## config.mk

```make
export PLATFORM = sky130hd
export DESIGN_NAME = pms_top_fpga_fixture
export DESIGN_NICKNAME = d
export VERILOG_FILES = /design/src/rtl/pms_i2c_slv_pkg.sv /design/src/rtl/pms_i2c_slv_fifo.sv /design/src/rtl/pms_top_fpga_fixture.sv
export SDC_FILE = /design/constraint.sdc
export NUM_CORES = 1
export LEC_CHECK = 0
export CORE_MARGIN = 1.5
export CORE_UTILIZATION = 55
export CTS_CLUSTER_DIAMETER = 60
export CTS_CLUSTER_SIZE = 40
export DETAILED_ROUTE_END_ITERATION = 6
export DONT_BUFFER_PORTS = 1
export PLACE_DENSITY = 0.74
export REMOVE_ABC_BUFFERS = 1
export SLEW_MARGIN = 40
export SYNTH_ARGS = -nofsm -noshare
export SYNTH_HDL_FRONTEND = slang
export SYNTH_SLANG_ARGS = --single-unit
```

## constraint.sdc

```tcl
create_clock -name clk_i -period 2.7 [get_ports clk_i]
set_input_delay 0.27 -clock clk_i [delete_from_list [all_inputs] [get_ports clk_i]]
set_output_delay 0.27 -clock clk_i [all_outputs]
set_load 0.01 [all_outputs]
```

## src/rtl/pms_i2c_slv_pkg.sv

```systemverilog
// Shared definitions for the PMS I2C slave receive block: APB register map,
// FSM state encoding and status register bit positions.
package pms_i2c_slv_pkg;

  localparam logic [3:0] REG_ADDR   = 4'h0;
  localparam logic [3:0] REG_STATUS = 4'h4;
  localparam logic [3:0] REG_DATA   = 4'h8;
  localparam logic [3:0] REG_CTRL   = 4'hC;

  localparam int ST_BUSY_BIT = 8;
  localparam int ST_OVF_BIT  = 9;

  typedef enum logic [2:0] {
    ST_IDLE     = 3'd0,
    ST_ADDR     = 3'd1,
    ST_ADDR_ACK = 3'd2,
    ST_DATA     = 3'd3,
    ST_DATA_ACK = 3'd4,
    ST_IGNORE   = 3'd5
  } i2c_state_e;

endpackage

```

## src/rtl/pms_i2c_slv_fifo.sv

```systemverilog
// Synchronous byte FIFO. Push while full and pop while empty are ignored;
// the head entry is visible on data_o whenever the FIFO is not empty.
module pms_i2c_slv_fifo #(
  parameter int DEPTH = 8,
  parameter int W     = 8
) (
  input  logic                     clk_i,
  input  logic                     rst_i,
  input  logic                     push_i,
  input  logic [W-1:0]             data_i,
  input  logic                     pop_i,
  output logic [W-1:0]             data_o,
  output logic                     full_o,
  output logic                     empty_o,
  output logic [$clog2(DEPTH):0]   count_o
);

  localparam int AW = $clog2(DEPTH);

  logic [W-1:0]  mem [DEPTH];
  logic [AW-1:0] wr_ptr_q, rd_ptr_q;
  logic [AW:0]   count_q;
  logic          do_push, do_pop;

  assign full_o  = (count_q == (AW+1)'(DEPTH));
  assign empty_o = (count_q == '0);
  assign do_push = push_i & ~full_o;
  assign do_pop  = pop_i & ~empty_o;
  assign data_o  = mem[rd_ptr_q];
  assign count_o = count_q;

  always_ff @(posedge clk_i) begin
    if (rst_i) begin
      wr_ptr_q <= '0;
      rd_ptr_q <= '0;
      count_q  <= '0;
    end else begin
      if (do_push) wr_ptr_q <= wr_ptr_q + 1'b1;
      if (do_pop)  rd_ptr_q <= rd_ptr_q + 1'b1;
      case ({do_push, do_pop})
        2'b10:   count_q <= count_q + 1'b1;
        2'b01:   count_q <= count_q - 1'b1;
        default: count_q <= count_q;
      endcase
    end
  end

  always_ff @(posedge clk_i) begin
    if (do_push) mem[wr_ptr_q] <= data_i;
  end

endmodule

```

## src/rtl/pms_top_fpga_fixture.sv

```systemverilog
// I2C slave receiver: write-only bytes addressed to R0 are ACKed and queued,
// software drains them through an APB register window with a level interrupt.
module pms_top_fpga_fixture
  import pms_i2c_slv_pkg::*;
#(
  parameter int FIFO_DEPTH  = 8,
  parameter int SYNC_STAGES = 2
) (
  input  logic        clk_i,
  input  logic        rst_i,
  input  logic [3:0]  paddr_i,
  input  logic        psel_i,
  input  logic        penable_i,
  input  logic        pwrite_i,
  input  logic [31:0] pwdata_i,
  output logic [31:0] prdata_o,
  output logic        pready_o,
  output logic        pslverr_o,
  input  logic        scl_i,
  input  logic        sda_i,
  output logic        sda_oe_o,
  output logic        irq_o
);

  localparam int CW = $clog2(FIFO_DEPTH) + 1;

  // Bus lines idle high, so the synchronizers reset to 1 to avoid false events.
  logic [SYNC_STAGES-1:0] scl_sync_q, sda_sync_q;
  logic scl_s, sda_s, scl_d_q, sda_d_q;
  logic scl_rise, scl_fall, start_det, stop_det;

  always_ff @(posedge clk_i) begin
    if (rst_i) begin
      scl_sync_q <= '1;
      sda_sync_q <= '1;
      scl_d_q    <= 1'b1;
      sda_d_q    <= 1'b1;
    end else begin
      scl_sync_q <= {scl_sync_q[SYNC_STAGES-2:0], scl_i};
      sda_sync_q <= {sda_sync_q[SYNC_STAGES-2:0], sda_i};
      scl_d_q    <= scl_s;
      sda_d_q    <= sda_s;
    end
  end

  assign scl_s     = scl_sync_q[SYNC_STAGES-1];
  assign sda_s     = sda_sync_q[SYNC_STAGES-1];
  assign scl_rise  = scl_s & ~scl_d_q;
  assign scl_fall  = ~scl_s & scl_d_q;
  assign start_det = scl_s & scl_d_q & sda_d_q & ~sda_s;
  assign stop_det  = scl_s & scl_d_q & ~sda_d_q & sda_s;

  i2c_state_e  state_q, state_d;
  logic [2:0]  bit_cnt_q, bit_cnt_d;
  logic [7:0]  shift_q, shift_d, rx_byte;
  logic        sda_oe_q, sda_oe_d;
  logic        push, ovf_set;
  logic [6:0]  own_addr_q;
  logic        ien_q, ovf_q, irq_q;
  logic        fifo_full, fifo_empty;
  logic [7:0]  fifo_head;
  logic [CW-1:0] fifo_count;

  assign rx_byte = {shift_q[6:0], sda_s};

  always_ff @(posedge clk_i) begin
    if (rst_i) begin
      state_q   <= ST_IDLE;
      bit_cnt_q <= '0;
      shift_q   <= '0;
      sda_oe_q  <= 1'b0;
    end else begin
      state_q   <= state_d;
      bit_cnt_q <= bit_cnt_d;
      shift_q   <= shift_d;
      sda_oe_q  <= sda_oe_d;
    end
  end

  always_comb begin
    state_d   = state_q;
    bit_cnt_d = bit_cnt_q;
    shift_d   = shift_q;
    sda_oe_d  = sda_oe_q;
    push      = 1'b0;
    ovf_set   = 1'b0;
    if (stop_det) begin
      state_d  = ST_IDLE;
      sda_oe_d = 1'b0;
    end else if (start_det) begin
      state_d   = ST_ADDR;
      bit_cnt_d = '0;
      sda_oe_d  = 1'b0;
    end else begin
      case (state_q)
        ST_ADDR, ST_DATA: begin
          if (scl_rise) begin
            shift_d   = rx_byte;
            bit_cnt_d = bit_cnt_q + 3'd1;
            if (bit_cnt_q == 3'd7) begin
              if (state_q == ST_ADDR) begin
                state_d = (rx_byte[7:1] == own_addr_q && !rx_byte[0]) ? ST_ADDR_ACK : ST_IGNORE;
              end else if (!fifo_full) begin
                push    = 1'b1;
                state_d = ST_DATA_ACK;
              end else begin
                ovf_set = 1'b1;
                state_d = ST_IGNORE;
              end
            end
          end
        end
        // First falling edge drives the ACK, the second one ends the ACK bit.
        ST_ADDR_ACK, ST_DATA_ACK: begin
          if (scl_fall) begin
            if (!sda_oe_q) begin
              sda_oe_d = 1'b1;
            end else begin
              sda_oe_d  = 1'b0;
              state_d   = ST_DATA;
              bit_cnt_d = '0;
            end
          end
        end
        default: ;
      endcase
    end
  end

  // Bus is released combinationally so reset frees SDA in the same cycle.
  assign sda_oe_o = sda_oe_q & ~rst_i;

  logic apb_wr, apb_rd, pop, ovf_clr;
  assign apb_wr  = psel_i & penable_i & pwrite_i;
  assign apb_rd  = psel_i & penable_i & ~pwrite_i;
  assign pop     = apb_rd & (paddr_i == REG_DATA) & ~fifo_empty;
  assign ovf_clr = apb_wr & (paddr_i == REG_STATUS) & pwdata_i[ST_OVF_BIT];

  pms_i2c_slv_fifo #(.DEPTH(FIFO_DEPTH), .W(8)) u_fifo (
    .clk_i   (clk_i),
    .rst_i   (rst_i),
    .push_i  (push),
    .data_i  (rx_byte),
    .pop_i   (pop),
    .data_o  (fifo_head),
    .full_o  (fifo_full),
    .empty_o (fifo_empty),
    .count_o (fifo_count)
  );

  always_ff @(posedge clk_i) begin
    if (rst_i) begin
      own_addr_q <= '0;
      ien_q      <= 1'b0;
      ovf_q      <= 1'b0;
      irq_q      <= 1'b0;
    end else begin
      if (apb_wr && paddr_i == REG_ADDR) own_addr_q <= pwdata_i[6:0];
      if (apb_wr && paddr_i == REG_CTRL) ien_q      <= pwdata_i[0];
      ovf_q <= (ovf_q & ~ovf_clr) | ovf_set;
      irq_q <= ien_q & (fifo_count != '0);
    end
  end

  logic [31:0] status;
  assign status = {22'd0, ovf_q, (state_q != ST_IDLE), 8'(fifo_count)};

  always_comb begin
    prdata_o = '0;
    if (psel_i) begin
      case (paddr_i)
        REG_ADDR:   prdata_o = {25'd0, own_addr_q};
        REG_STATUS: prdata_o = status;
        REG_DATA:   prdata_o = fifo_empty ? 32'd0 : {24'd0, fifo_head};
        REG_CTRL:   prdata_o = {31'd0, ien_q};
        default:    prdata_o = '0;
      endcase
    end
  end

  assign pready_o  = 1'b1;
  assign pslverr_o = 1'b0;
  assign irq_o     = irq_q;

endmodule

```

---- Word level (Yosys, flattened, before mapping) ----
Memory sizes are Yosys's and may differ from the RTL's. A register that Yosys moved wholly into a read port is not among the register bits.
Cells that the tools add are included.
word-level totals
  bits in registers ....................... 40
  RAM bits ................................ 64
  input port bits ......................... 43
  output and inout port bits .............. 36
  logic and storage cells ................. 130
  memories ................................ 1
operators by class
  add/subtract/negate cells ............... 5
  equal/unequal tests ..................... 20
  mux-type cells .......................... 37
  bitwise gates (word level) .............. 31
  reductions and logical operators ........ 20
memory list
  memory      words  width  rd ports  clocked after Yosys merged registers in  wr ports  line                    source
  u_fifo.mem  8      8      1         1                                        1         pms_i2c_slv_fifo.sv:20  logic [W-1:0] mem [DEPTH];
operators with widths
  operator                                              number
  one-hot mux 10 bit (4 select lines)                   1
  2-to-1 mux 3 bit                                      12
  bitwise AND 1 bit                                     19
  2-to-1 mux 1 bit                                      19
  AND reduction 5 bit                                   3
  equality test 4 bit (second input constant)           3
  inequality test 3 bit (second input constant)         4
  one-hot mux 3 bit (2 select lines)                    2
  inverter 1 bit                                        11
  2-to-1 mux 10 bit                                     1
  adder 3 x 1 -> 3 bit (second input constant)          3
  zero test 4 bit                                       2
  2-to-1 mux 8 bit                                      1
  inequality test 2 bit (second input constant)         4
  one-hot mux 4 bit (2 select lines)                    1
  equality test 7 bit                                   1
  equality test 3 x 2 -> 1 bit (second input constant)  2
  equality test 3 bit (second input constant)           2
  nonzero test 3 bit                                    2
  OR reduction 2 bit                                    3
  adder 4 x 1 -> 4 bit (second input constant)          1
  equality test 4 x 3 -> 1 bit (second input constant)  1
  AND reduction 4 bit                                   1
  nonzero test 2 bit                                    2
  10 further kinds                                      12

---- Longest topological paths before layout ----
Gate-level depths: netlist of run 1.
  depth after elaboration ................. 11
  gate-level depth with buffers ........... 11
  mapped depth without buffers ............ 10

---- By module ----
Synthesis of run 1 repeated with hierarchy kept, for this count alone.
second synthesis, totals
  cells, all modules ...................... 366
  area total of the unflattened synthesis .. 4,908.5 sq um
by module, submodules not included
  module                times used  cells an instance  area an instance (sq um)  seq. area each (sq um)
  pms_i2c_slv_fifo      1           167                3,151.8                   2,182.1
  pms_top_fpga_fixture  1           199                1,756.7                   600.6

---- Worst setup path before layout of run 1 ----
OpenSTA, ideal clock, no wires.
  kind .................................... register -> register
  start point ............................. reg u_fifo.count_q[1], in the netlist u_fifo.count_o[1]
  end point ............................... reg u_fifo.count_q[2], in the netlist u_fifo.count_o[2]
  library setup time ...................... 0.070 ns
  data arrival time ....................... 2.481 ns
  data required time ...................... 2.630 ns
  setup slack ............................. 0.148 ns
  cell stages (with the launch flop) ...... 12
  path buffers ............................ 2
  period minus slack after synthesis ...... 2.552 ns
  path through ............................ dfxtp_1 buf_2 or4_1 and3_1 clkbuf_1 ha_1 xor2_1 ha_1 a21oi_1 xor2_1 or3_1 a21oi_1
on the way
  elaborated cells between the ends (all ways) .. 20
  those cells by class .................... add/sub (2); eq/ne (3); mux (8); bitwise (5); reduce/logical (2)
RTL lines
  what                                                                             line                                                 source
  from (decl)                                                                      pms_i2c_slv_fifo.sv:22                               logic [AW:0] count_q;
  from (signal assigned)                                                           pms_i2c_slv_fifo.sv:41                               2'b10: count_q <= count_q + 1'b1;
  from (signal assigned)                                                           pms_i2c_slv_fifo.sv:42                               2'b01: count_q <= count_q - 1'b1;
  from (signal assigned)                                                           pms_i2c_slv_fifo.sv:43                               default: count_q <= count_q;
  zero test 4 bit *                                                                pms_i2c_slv_fifo.sv:26                               assign empty_o = (count_q == '0);
  inverter 1 bit *                                                                 pms_i2c_slv_fifo.sv:28, pms_top_fpga_fixture.sv:136
  bitwise AND 1 bit                                                                pms_top_fpga_fixture.sv:136                          assign pop = apb_rd & (paddr_i == REG_DATA) & ~fifo_empty;
  bitwise AND 1 bit *                                                              pms_i2c_slv_fifo.sv:28                               assign do_pop = pop_i & ~empty_o;
  named net u_fifo.do_pop                                                          pms_i2c_slv_fifo.sv:23                               logic do_push, do_pop;
  equality test 2 x 1 -> 1 bit / equality test 2 bit (equally long branches)       pms_i2c_slv_fifo.sv:40                               case ({do_push, do_pop})
  one-hot mux 4 bit (2 select lines) / nonzero test 2 bit (equally long branches)  -
Mark *: on every way through the listed nets, which the timed path passes. The rest lies on a longest branch.
A chain may end at the register's enable or synchronous reset.

---- Final worst setup path of run 1 ----
  start point ............................. reg u_fifo.count_q[0], in the netlist u_fifo.count_o[0]
  end point ............................... reg u_fifo.count_q[2], in the netlist u_fifo.count_o[2]
on the way
  cells in the longest elaborated chain, start to end .. 11
  elaborated cells between the ends (all ways) .. 20
  those cells by class .................... add/sub (2); eq/ne (3); mux (8); bitwise (5); reduce/logical (2)
RTL lines
  what                                                                             line                         source
  equality test 4 bit                                                              pms_i2c_slv_fifo.sv:25       assign full_o = (count_q == (AW+1)'(DEPTH));
  2-to-1 mux 1 bit                                                                 pms_top_fpga_fixture.sv:103  end else if (!fifo_full) begin
  2-to-1 mux 1 bit                                                                 pms_top_fpga_fixture.sv:101  if (state_q == ST_ADDR) begin
  2-to-1 mux 1 bit                                                                 pms_top_fpga_fixture.sv:100  if (bit_cnt_q == 3'd7) begin
  2-to-1 mux 1 bit                                                                 pms_top_fpga_fixture.sv:97   if (scl_rise) begin
  2-to-1 mux 1 bit                                                                 pms_top_fpga_fixture.sv:95   case (state_q)
  2-to-1 mux 1 bit                                                                 pms_top_fpga_fixture.sv:90   end else if (start_det) begin
  2-to-1 mux 1 bit                                                                 pms_top_fpga_fixture.sv:87   if (stop_det) begin
  bitwise AND 1 bit                                                                pms_i2c_slv_fifo.sv:27       assign do_push = push_i & ~full_o;
  equality test 2 x 1 -> 1 bit / equality test 2 bit (equally long branches)       pms_i2c_slv_fifo.sv:40
  one-hot mux 4 bit (2 select lines) / nonzero test 2 bit (equally long branches)  -
Several ways; a longest one is shown, not always the timed one.

==> results of run 1 <==
==> what timing repair did <==
| action | in CTS | in global routing |
|---|---|---|
| endpoints found under the setup margin | 0 | 1 |
| hold buffers | 4 | 1 |
| resized for setup | 0 | 1 |
| hold endpoints to repair | 35 | 2 |
==> sequential cells by signal, summed over array words and instances (netlist names), named ones only <==
register	flops
bit_cnt_q	3
ien_q	1
irq_o	1
ovf_q	1
own_addr_q	7
scl_d_q	1
scl_sync_q	2
sda_d_q	1
sda_oe_q	1
sda_sync_q	2
shift_q	7
state_q	3
u_fifo.count_o	4
u_fifo.mem	64
u_fifo.rd_ptr_q	3
u_fifo.wr_ptr_q	3
==> cell families after synthesis <==
logic type	after synthesis	share of synthesized area (%)
flops	107	59.6
simple gates	98	11.5
mux	48	14.6
buf+inv	42	5.57
compound gates	30	3.80
xor+xnor	15	2.81
fa+ha+maj	7	1.88
other cells	2	0.161
==> power by group through the flow <==
| stage | Sequential (mW) | Clock, mW | Combinational (mW) |
|---|---|---|---|
| floorplan | 1.76 | 0 | 0.0345 |
| global placement | 1.76 | 0 | 0.0378 |
| detailed placement | 1.76 | 0 | 0.0387 |
| CTS | 1.72 | 1.08 | 0.0539 |
| global route | 1.72 | 1.16 | 0.0629 |
| finish | 1.72 | 1.07 | 0.0557 |
==> area by class of cell <==
type	instances	area, sq um
multi-input cells	222	1720
clock buffers	9	124
clock inverters	7	98.8
fillers	626	3240
inverters	4	15.0
well taps	105	131
repair buffers	11	105
flip-flops and latches	107	2780
==> worst min-delay path by stage <==
| stage | endpoint | slack [ps] |
|---|---|---|
| after floorplan | ovf_q | 340 |
| after global placement | u_fifo.wr_ptr_q[2] | 350 |
| after detailed placement | shift_q[4] | 350 |
| after CTS | sda_sync_q[1] | 1 |
| after global routing | own_addr_q[6] | 30 |
| final | own_addr_q[6] | 50 |
==> Yosys cell counts (4+ instances only) <==
cell type | count | share of area (%)
a21oi_1 | 7 | 0.75
buf_2 | 4 | 0.43
buf_4 | 24 | 3.9
clkbuf_1 | 8 | 0.64
dfxtp_1 | 43 | 18
edfxtp_1 | 64 | 41
ha_1 | 7 | 1.9
inv_1 | 4 | 0.32
mux2i_1 | 30 | 6.4
mux4_2 | 16 | 7.7
nand2_1 | 11 | 0.88
nand4_1 | 4 | 0.54
nor2_1 | 37 | 3.0
nor2b_1 | 4 | 0.54
nor3_1 | 4 | 0.43
o21ai_0 | 10 | 1.1
o22ai_1 | 4 | 0.54
or2_2 | 8 | 1.1
xnor2_1 | 9 | 1.7
xor2_1 | 6 | 1.1
==> through the flow <==
stage	setup TNS (ps)	hold slack, ps
CTS	0	1.08
global placement	0	346
floorplan	0	339
finish	0	52.3
detailed placement	0	349
global route	-3.00	33.6
==> routing by layer <==
layer | share of wire, % | global-route usage, %
met5 | 0 | 0
met4 | 2.0 | 8.58
met3 | 4.1 | 4.23
met2 | 50 | 33.1
met1 | 43 | 27.0
==> impl_metrics.csv, run 1 <==
group,metric,value,unit
status,outcome,"completed",
floorplan,die_y,95.1,um
layout,layout-drive-gt1-share,15.0,%
placement,dp_slack,128,ps
worst_hold_path,min-delay-start,"pwdata_i[6]",
setup_path,cp.depth,9,
synth,yosysUniqueCellTypes,47,
route,ant_nets,0,
setup_path,cp-start-kind,"register",
setup_path,critPathCaptureType,"register",
setup_path,r2r_slack,140,ps
synth,syn_area,4670,sq um
run,drv_cap,0,
setup_path,r2r-end,"u_fifo.count_o[2]",
power_and_ir_drop,p_sw,584,uW
clock_tree,cts_inserted_buffers,9,
setup_path,worst_path_dominant_cell_family,"simple AND/OR/NAND/NOR gates",
power_and_ir_drop,switching_share,20.5,%
sta,skew,15.5,ps
sta,fin_crit,2560,ps
synth,ys_warn_count,0,
floorplan,core-area,8220,sq um
setup_path,critical_path_class,"register to register",
sta,min_period_over_period,95.0,%
setup_path,critPathSlowestCell,"or4_4",
sta,max_slew_margin,42.7,%
placement,placed_area,4680,sq um
layout,finish.utilization,60.5,%
synth,syn_inst,349,
global_routing,track_usage,20.5,%
floorplan,die_w,95.1,um
worst_hold_path,holdPathStages,2,
synth,yosysSeqAreaShare,59.6,%
power_and_ir_drop,p_leak,1.74,nW
setup_path,crit_end,"u_fifo.count_o[2]",
layout,area_growth,6.48,%
placement,port_buffers,0,
clock_tree,cts-root-buf,"clkbuf_8",
route,first_iter_violations,146,
layout,finalNonFillerCells,465,
clock_tree,post-cts-setup-buffers,0,
layout,stdcell_area,4970,sq um
synth,synth_edf_count,64,
route,route.detailed.drc,0,
power_and_ir_drop,p_comb_share,2.0,%
route,drt-pass1-iter-count,4,
floorplan,die_area,9050,sq um
clock_tree,cts_htree_levels,3,
route,wl,8650,um
sta,setup_slack,136,ps
sta,hold_violations,0,
synth,ys_dominant_reg_cell,"edfxtp_1",
setup_path,worstPathRequired,3000,ps
route,route.vias.total,2627,
setup_path,slowest_delay,580,ps
setup_path,critPathLaunch,"u_fifo.count_o[0]",
setup_path,cp_cell_sequence,"or4_4, and3_1, ha_1, xor2_1, ha_1, a21oi_1, xor2_1, or3_1, a21oi_1",
floorplan,initial_core_util,56.8,%
power_and_ir_drop,power_frac_clock,37.6,%
layout,mostFrequentLayoutCells,"edfxtp_1 (64), dfxtp_1 (43), nor2_1 (36)",
synth,synthArstFlopShare,0,%
placement,gp_congestion,0.797,
placement,dp_hpwl,5630,um
layout,layout_commonest_cell,"edfxtp_1",
setup_path,path_max_fanout,7,
floorplan,io_pins,79,
worst_hold_path,hold_class,"input pin to register",
setup_path,cp_num_buf_inv,0,
global_routing,antenna_found_initial,0,
placement,place_inst,444,
power_and_ir_drop,totalPowerFinal,2.85,mW
global_routing,grt_max_degree,32,
clock_tree,numClockSinks,107,
setup_path,r2r_cells,9,
floorplan,rows,33,
sta,final-max-slew-violation-count,0,
global_routing,grt_overflow,0,
synth,synth.avg_cell_area,13.4,sq um
synth,synth_seq_cells,107,
layout,antenna_cells,0,
global_routing,first_global_vias,2464,
sta,max_freq,390,MHz
setup_path,arrival,2860,ps
power_and_ir_drop,p_int,2.26,mW
clock_tree,cts_buffer_depth,2,
clock_tree,cts_tree,"yes",
setup_path,reg2reg_from,"u_fifo.count_o[0]",
route,routedWlPerCell,18.6,um
power_and_ir_drop,seq_power_share,60.4,%
clock_tree,clk_pin_slew,110,ps
route,avgViaCountPerCell,5.65,
sta,worstMarginPinSlew,856,ps
clock_tree,clock_latency,360,ps
global_routing,grt_first_pass_wirelength,13200,um
power_and_ir_drop,max-vdd-ir-drop,0.257,mV
layout,nets,405,
power_and_ir_drop,p_per_area,573,nW/um^2
sta,setup_viol,0,
(Power assumes the default switching activity.)
==> inputs of run 2 (changes only) <==
--- a/config.mk
+++ b/config.mk
@@ -5,7 +5,6 @@
 export SDC_FILE = /design/constraint.sdc
 export NUM_CORES = 1
 export LEC_CHECK = 0
-export CORE_MARGIN = 1.5
 export CORE_UTILIZATION = 55
 export CTS_CLUSTER_DIAMETER = 60
 export CTS_CLUSTER_SIZE = 40
==> run 2 against run 1 <==
  * Sequential power barely moved
  * Clock skew increased by 2.0 ps
  * Final area about the same
  * Die area decreased by 2.1%
  * Register-to-register slack gained 40 ps
  * Via count hardly changed
  * Non-clock buffer count up 3
==> impl_metrics.csv, run 2 (synthesis results as in run 1) <==
group,metric,value,unit
status,outcome,"completed",
layout,antenna_cells,0,
route,drt-pass1-iter-count,4,
global_routing,track_usage,20.8,%
route,routedWlPerCell,18.2,um
global_routing,grt_max_degree,36,
layout,largest-register,"u_fifo.mem",
placement,gp_congestion,0.793,
clock_tree,clock_latency,380,ps
global_routing,grt_overflow,0,
route,first_iter_violations,153,
power_and_ir_drop,p_per_area,552,nW/um^2
sta,max_slew_margin,52.9,%
clock_tree,cts-root-buf,"clkbuf_8",
setup_path,worst_path_dominant_cell_family,"simple AND/OR/NAND/NOR gates",
setup_path,critical_path_class,"register to register",
sta,fin_tns_setup,0,ps
placement,place_inst,449,
layout,seqCellArea,2780,sq um
clock_tree,post-cts-setup-buffers,0,
route,route.detailed.drc,0,
setup_path,critPathSlowestCell,"or4_1",
setup_path,worstPathRequired,3010,ps
route,route.vias.total,2629,
setup_path,critPathLaunch,"u_fifo.count_o[0]",
power_and_ir_drop,totalPowerFinal,2.75,mW
route,ant_nets,0,
sta,hold_ws,33.3,ps
placement,dp_hpwl,5730,um
floorplan,die_y,94.1,um
floorplan,rows,33,
worst_hold_path,holdPathStages,2,
setup_path,arrival,2840,ps
layout,layout_commonest_cell,"edfxtp_1",
clock_tree,cts_htree_levels,3,
setup_path,critPathCaptureType,"register",
power_and_ir_drop,p_sw,644,uW
sta,final-max-slew-violation-count,0,
setup_path,cp_cell_sequence,"or4_1, and3_2, ha_1, xor2_1, ha_1, a21oi_1, xor2_1, or3_1, a21oi_1",
route,wl,8510,um
layout,layout-drive-gt1-share,16.8,%
power_and_ir_drop,p_leak,1.75,nW
layout,mostFrequentLayoutCells,"edfxtp_1 (64), dfxtp_1 (43), nor2_1 (34)",
sta,setup_viol,0,
setup_path,r2r-end,"u_fifo.count_o[2]",
route,avgViaCountPerCell,5.62,
floorplan,io_pins,79,
clock_tree,clk_pin_slew,120,ps
setup_path,cp_num_buf_inv,0,
layout,finish.utilization,60.5,%
global_routing,antenna_found_initial,0,
layout,area_growth,6.51,%
sta,hold_violations,0,
sta,worstMarginPinSlew,705,ps
setup_path,r2r_cells,9,
layout,nets,408,
power_and_ir_drop,switching_share,23.4,%
run,drv_cap,0,
worst_hold_path,min-delay-start,"pwdata_i[3]",
sta,skew,17.5,ps
floorplan,die_area,8860,sq um
global_routing,grt_first_pass_wirelength,13300,um
floorplan,core-area,8220,sq um
clock_tree,numClockSinks,107,
sta,min_period_over_period,93.5,%
sta,fin_crit,2520,ps
power_and_ir_drop,p_int,2.10,mW
setup_path,reg2reg_from,"u_fifo.count_o[0]",
setup_path,cp-start-kind,"register",
setup_path,r2r_slack,180,ps
layout,top_regs,"u_fifo.mem x64, own_addr_q x7, shift_q x7",
power_and_ir_drop,power_frac_clock,35.4,%
power_and_ir_drop,max-vdd-ir-drop,0.262,mV
power_and_ir_drop,seq_power_share,62.6,%
setup_path,path_max_fanout,5,
power_and_ir_drop,p_comb_share,1.9,%
clock_tree,cts_buffer_depth,2,
layout,multi_input_area,1720,sq um
global_routing,first_global_vias,2503,
placement,port_buffers,0,
sta,max_freq,396,MHz
floorplan,die_w,94.1,um
floorplan,initial_core_util,56.8,%
layout,n_fill_cell,631,
layout,largest_reg_flops,64,
sta,grt_setup_unrepaired,"false",
worst_hold_path,hold_class,"input pin to register",
layout,finalNonFillerCells,468,
clock_tree,cts_tree,"yes",
clock_tree,cts_inserted_buffers,9,
setup_path,slowest_delay,600,ps
worst_hold_path,hold_end,"own_addr_q[3]",
==> run 2: layer usage <==
metal | vias up | GRT usage (%) | share of wire (%)
met1 | 1298 | 26.6 | 43
met5 | - | 0 | 0
met4 | 0 | 8.59 | 1.8
met3 | 11 | 4.29 | 4.6
li1 | 1252 | - | -
met2 | 68 | 34.4 | 50
==> run 2: worst max path at each step <==
| stage | to | slack, ps | cells past startpoint |
|---|---|---|---|
| final | u_fifo.count_o[2] | 180 | 9 |
| after CTS | u_fifo.count_o[2] | 180 | 9 |
| after global placement | u_fifo.count_o[2] | 230 | 9 |
| after global routing | u_fifo.count_o[2] | 10 | 9 |
| after detailed placement | u_fifo.count_o[2] | 210 | 9 |
| after floorplan | u_fifo.mem[1][0] | 170 | 4 |
==> run 2: metrics by stage <==
stage               instance area [sq um]  worst slack, ps
CTS                                  4970              181
finish                               4970              176
floorplan                            4510              170
detailed placement                   4720              207
global placement                     4720              229
global route                         4970             12.2
==> run 2: power by group through the flow <==
stage / sequential (mW) / clock (mW) / combinational (mW)
floorplan: 1.76 / 0 / 0.0345
global placement: 1.76 / 0 / 0.0377
detailed placement: 1.76 / 0 / 0.0390
CTS: 1.72 / 0.994 / 0.0529
global route: 1.72 / 1.04 / 0.0600
finish: 1.72 / 0.974 / 0.0529
==> run 2: cell type report <==
class                      instances  share of cell area, %
multi-input combinational        222                   34.5
timing repair buffer              14                   2.47
sequential                       107                   55.9
clock inverter                     7                   1.61
tap                              105                   2.64
clock buffer                       9                   2.49
inverter                           4                  0.302
==> run 2: worst register-to-register path, cell delays in order, from the launching register on <==
cell     delay (ps)
dfxtp_1         320
or4_1           600
and3_2          260
ha_1            280
xor2_1          160
ha_1            180
a21oi_1         150
xor2_1           90
or3_1           300
a21oi_1         130
==> run 2: repair_timing <==
item,CTS,global route
hold buffers,3,0
resized for setup,0,1
setup endpoints to repair,0,1
hold endpoints to repair,37,0
==> inputs of run 3 (changes only) <==
--- a/config.mk
+++ b/config.mk
@@ -5,12 +5,14 @@
 export SDC_FILE = /design/constraint.sdc
 export NUM_CORES = 1
 export LEC_CHECK = 0
-export CORE_UTILIZATION = 55
+export CELL_PAD_IN_SITES_DETAIL_PLACEMENT = 1
+export CELL_PAD_IN_SITES_GLOBAL_PLACEMENT = 2
+export CORE_UTILIZATION = 39
 export CTS_CLUSTER_DIAMETER = 60
 export CTS_CLUSTER_SIZE = 40
 export DETAILED_ROUTE_END_ITERATION = 6
 export DONT_BUFFER_PORTS = 1
-export PLACE_DENSITY = 0.74
+export PLACE_DENSITY = 0.76
 export REMOVE_ABC_BUFFERS = 1
 export SLEW_MARGIN = 40
 export SYNTH_ARGS = -nofsm -noshare
==> run 3 against run 2 <==
  * The run now ends with design-rule violations left
  * Wire length increased by 17%
  * Clock power is 29% higher
  * Sequential power about the same
  * Clock skew decreased by 7.6 ps
  * Critical path type unchanged
==> impl_metrics.csv, run 3 (synthesis results as in run 1) <==
group,metric,value,unit
status,outcome,"finished, violations left",
status,violations,"design-rule violations",
sta,min_period_over_period,92.3,%
route,first_iter_violations,122,
power_and_ir_drop,totalPowerFinal,3.03,mW
setup_path,r2r_slack,210,ps
setup_path,r2r-end,"u_fifo.count_o[2]",
global_routing,grt_overflow,0,
worst_hold_path,hold_class,"input pin to register",
power_and_ir_drop,max-vdd-ir-drop,0.320,mV
floorplan,rows,39,
floorplan,die_w,111,um
setup_path,reg2reg_from,"u_fifo.count_o[0]",
setup_path,r2r_cells,9,
clock_tree,cts_htree_levels,3,
sta,fin_crit,2490,ps
layout,mostFrequentLayoutCells,"edfxtp_1 (64), dfxtp_1 (43), nor2_1 (34)",
layout,finalNonFillerCells,506,
sta,max_freq,401,MHz
setup_path,arrival,2760,ps
power_and_ir_drop,p_leak,1.79,nW
worst_hold_path,hold_end,"sda_sync_q[0]",
global_routing,track_usage,17.2,%
worst_hold_path,holdPathStages,1,
floorplan,die_area,12400,sq um
setup_path,critical_path_class,"register to register",
worst_hold_path,min-delay-start,"sda_i",
setup_path,cp-start-kind,"register",
route,routedWlPerCell,19.7,um
sta,final-max-slew-violation-count,0,
clock_tree,cts_tree,"yes",
setup_path,critPathCaptureType,"register",
setup_path,worst_path_dominant_cell_family,"simple AND/OR/NAND/NOR gates",
run,drv_cap,0,
layout,area_growth,8.95,%
sta,grt_setup_unrepaired,"false",
global_routing,first_global_vias,2784,
route,avgViaCountPerCell,5.34,
setup_path,worstPathRequired,2970,ps
clock_tree,cts_inserted_buffers,9,
setup_path,slowest_delay,570,ps
placement,port_buffers,0,
placement,place_inst,488,
clock_tree,clock_latency,350,ps
setup_path,cp_cell_sequence,"or4_1, and3_1, ha_1, xor2_1, ha_1, a21oi_1, xor2_1, or3_1, a21oi_1",
setup_path,cp_num_buf_inv,0,
layout,antenna_cells,0,
sta,worstMarginPinSlew,676,ps
global_routing,grt_first_pass_wirelength,15700,um
floorplan,io_pins,79,
placement,dp_hpwl,6690,um
sta,fin_tns_setup,0,ps
clock_tree,post-cts-setup-buffers,0,
clock_tree,cts.repair.resized,0,
clock_tree,numClockSinks,107,
sta,max_slew_margin,54.9,%
clock_tree,holdBufCountCts,2,
sta,hold_violations,0,
global_routing,antenna_found_initial,0,
floorplan,initial_core_util,40.4,%
route,route.vias.total,2704,
global_routing,grt_max_degree,29,
clock_tree,cts-root-buf,"clkbuf_16",
layout,largest-register,"u_fifo.mem",
floorplan,die_y,111,um
sta,skew,9.89,ps
setup_path,critPathSlowestCell,"or4_1",
route,wl,9960,um
placement,gp_congestion,0.735,
route,ant_nets,0,
setup_path,path_max_fanout,7,
clock_tree,cts_buffer_depth,2,
floorplan,core-area,11600,sq um
setup_path,critPathLaunch,"u_fifo.count_o[0]",
route,route.detailed.drc,10,
clock_tree,clk_pin_slew,70,ps
layout,layout-drive-gt1-share,16.8,%
sta,setup_viol,0,
layout,top_regs,"u_fifo.mem x64, own_addr_q x7, shift_q x7",
layout,largest_reg_flops,64,
layout,nets,408,
route,drt-pass1-iter-count,6,
power_and_ir_drop,p_per_area,595,nW/um^2
layout,layout_commonest_cell,"edfxtp_1",
==> run 3: cell count changes in the layout (fill, tap and decap cells not counted), sizes merged <==
| cell | change |
|---|---|
| buf | +1 |
| clkbuf | +2 |
| clkinv | +1 |
| dlygate4sd3 | -1 |
| inv | -3 |
==> run 3: area by class of cell <==
class / count / area [sq um]
Clock inverter: 5 / 36.3
Sequential cell: 107 / 2780
Tap cell: 143 / 179
Clock buffer: 11 / 253
Inverter: 4 / 15.0
Fill cell: 1193 / 6480
Timing Repair Buffer: 14 / 105
Multi-Input combinational cell: 222 / 1720
==> run 3: worst max-delay path by stage <==
stage	end	slack, ps	cells after the start
6_report	u_fifo.count_o[2]	210	9
5_1_grt	u_fifo.count_o[2]	20	9
4_1_cts	u_fifo.count_o[2]	170	9
3_5_place_dp	u_fifo.count_o[2]	210	9
3_3_place_gp	u_fifo.mem[4][3]	270	6
2_1_floorplan	u_fifo.mem[1][0]	170	4
==> run 3: stage by stage <==
| step | hold WS [ps] | setup slack (ps) | util (%) | instance area, sq um |
|---|---|---|---|---|
| global placement | 344 | 269 | 41.3 | 4780 |
| global route | 11.1 | 23.6 | 44.0 | 5090 |
| CTS | 7.08 | 174 | 44.0 | 5090 |
| finish | 24.2 | 208 | 44.0 | 5090 |
| detailed placement | 345 | 206 | 41.3 | 4780 |
| floorplan | 339 | 170 | - | 4510 |
==> run 3: metal layers <==
layer / track usage (%) / routed length, um / vias up
met5: 0 / 0 / -
met4: 4.32 / 97 / 0
met3: 5.06 / 430 / 8
met2: 28.7 / 4850 / 46
met1: 21.9 / 4580 / 1394
li1: - / - / 1256
==> run 3: power by group <==
part           switching, mW  internal [mW]
logic                 0.0341         0.0149
registers            0.00646           1.72
clock network          0.580          0.678
total                  0.620           2.41
==> run 3: worst reg2reg max path: cells and delay by family, from the launching register on <==
kind	cells	cell delay [ps]
xor+xnor	2	250
compound gates	2	280
simple gates	3	1070
fa+ha+maj	2	450
flops	1	380
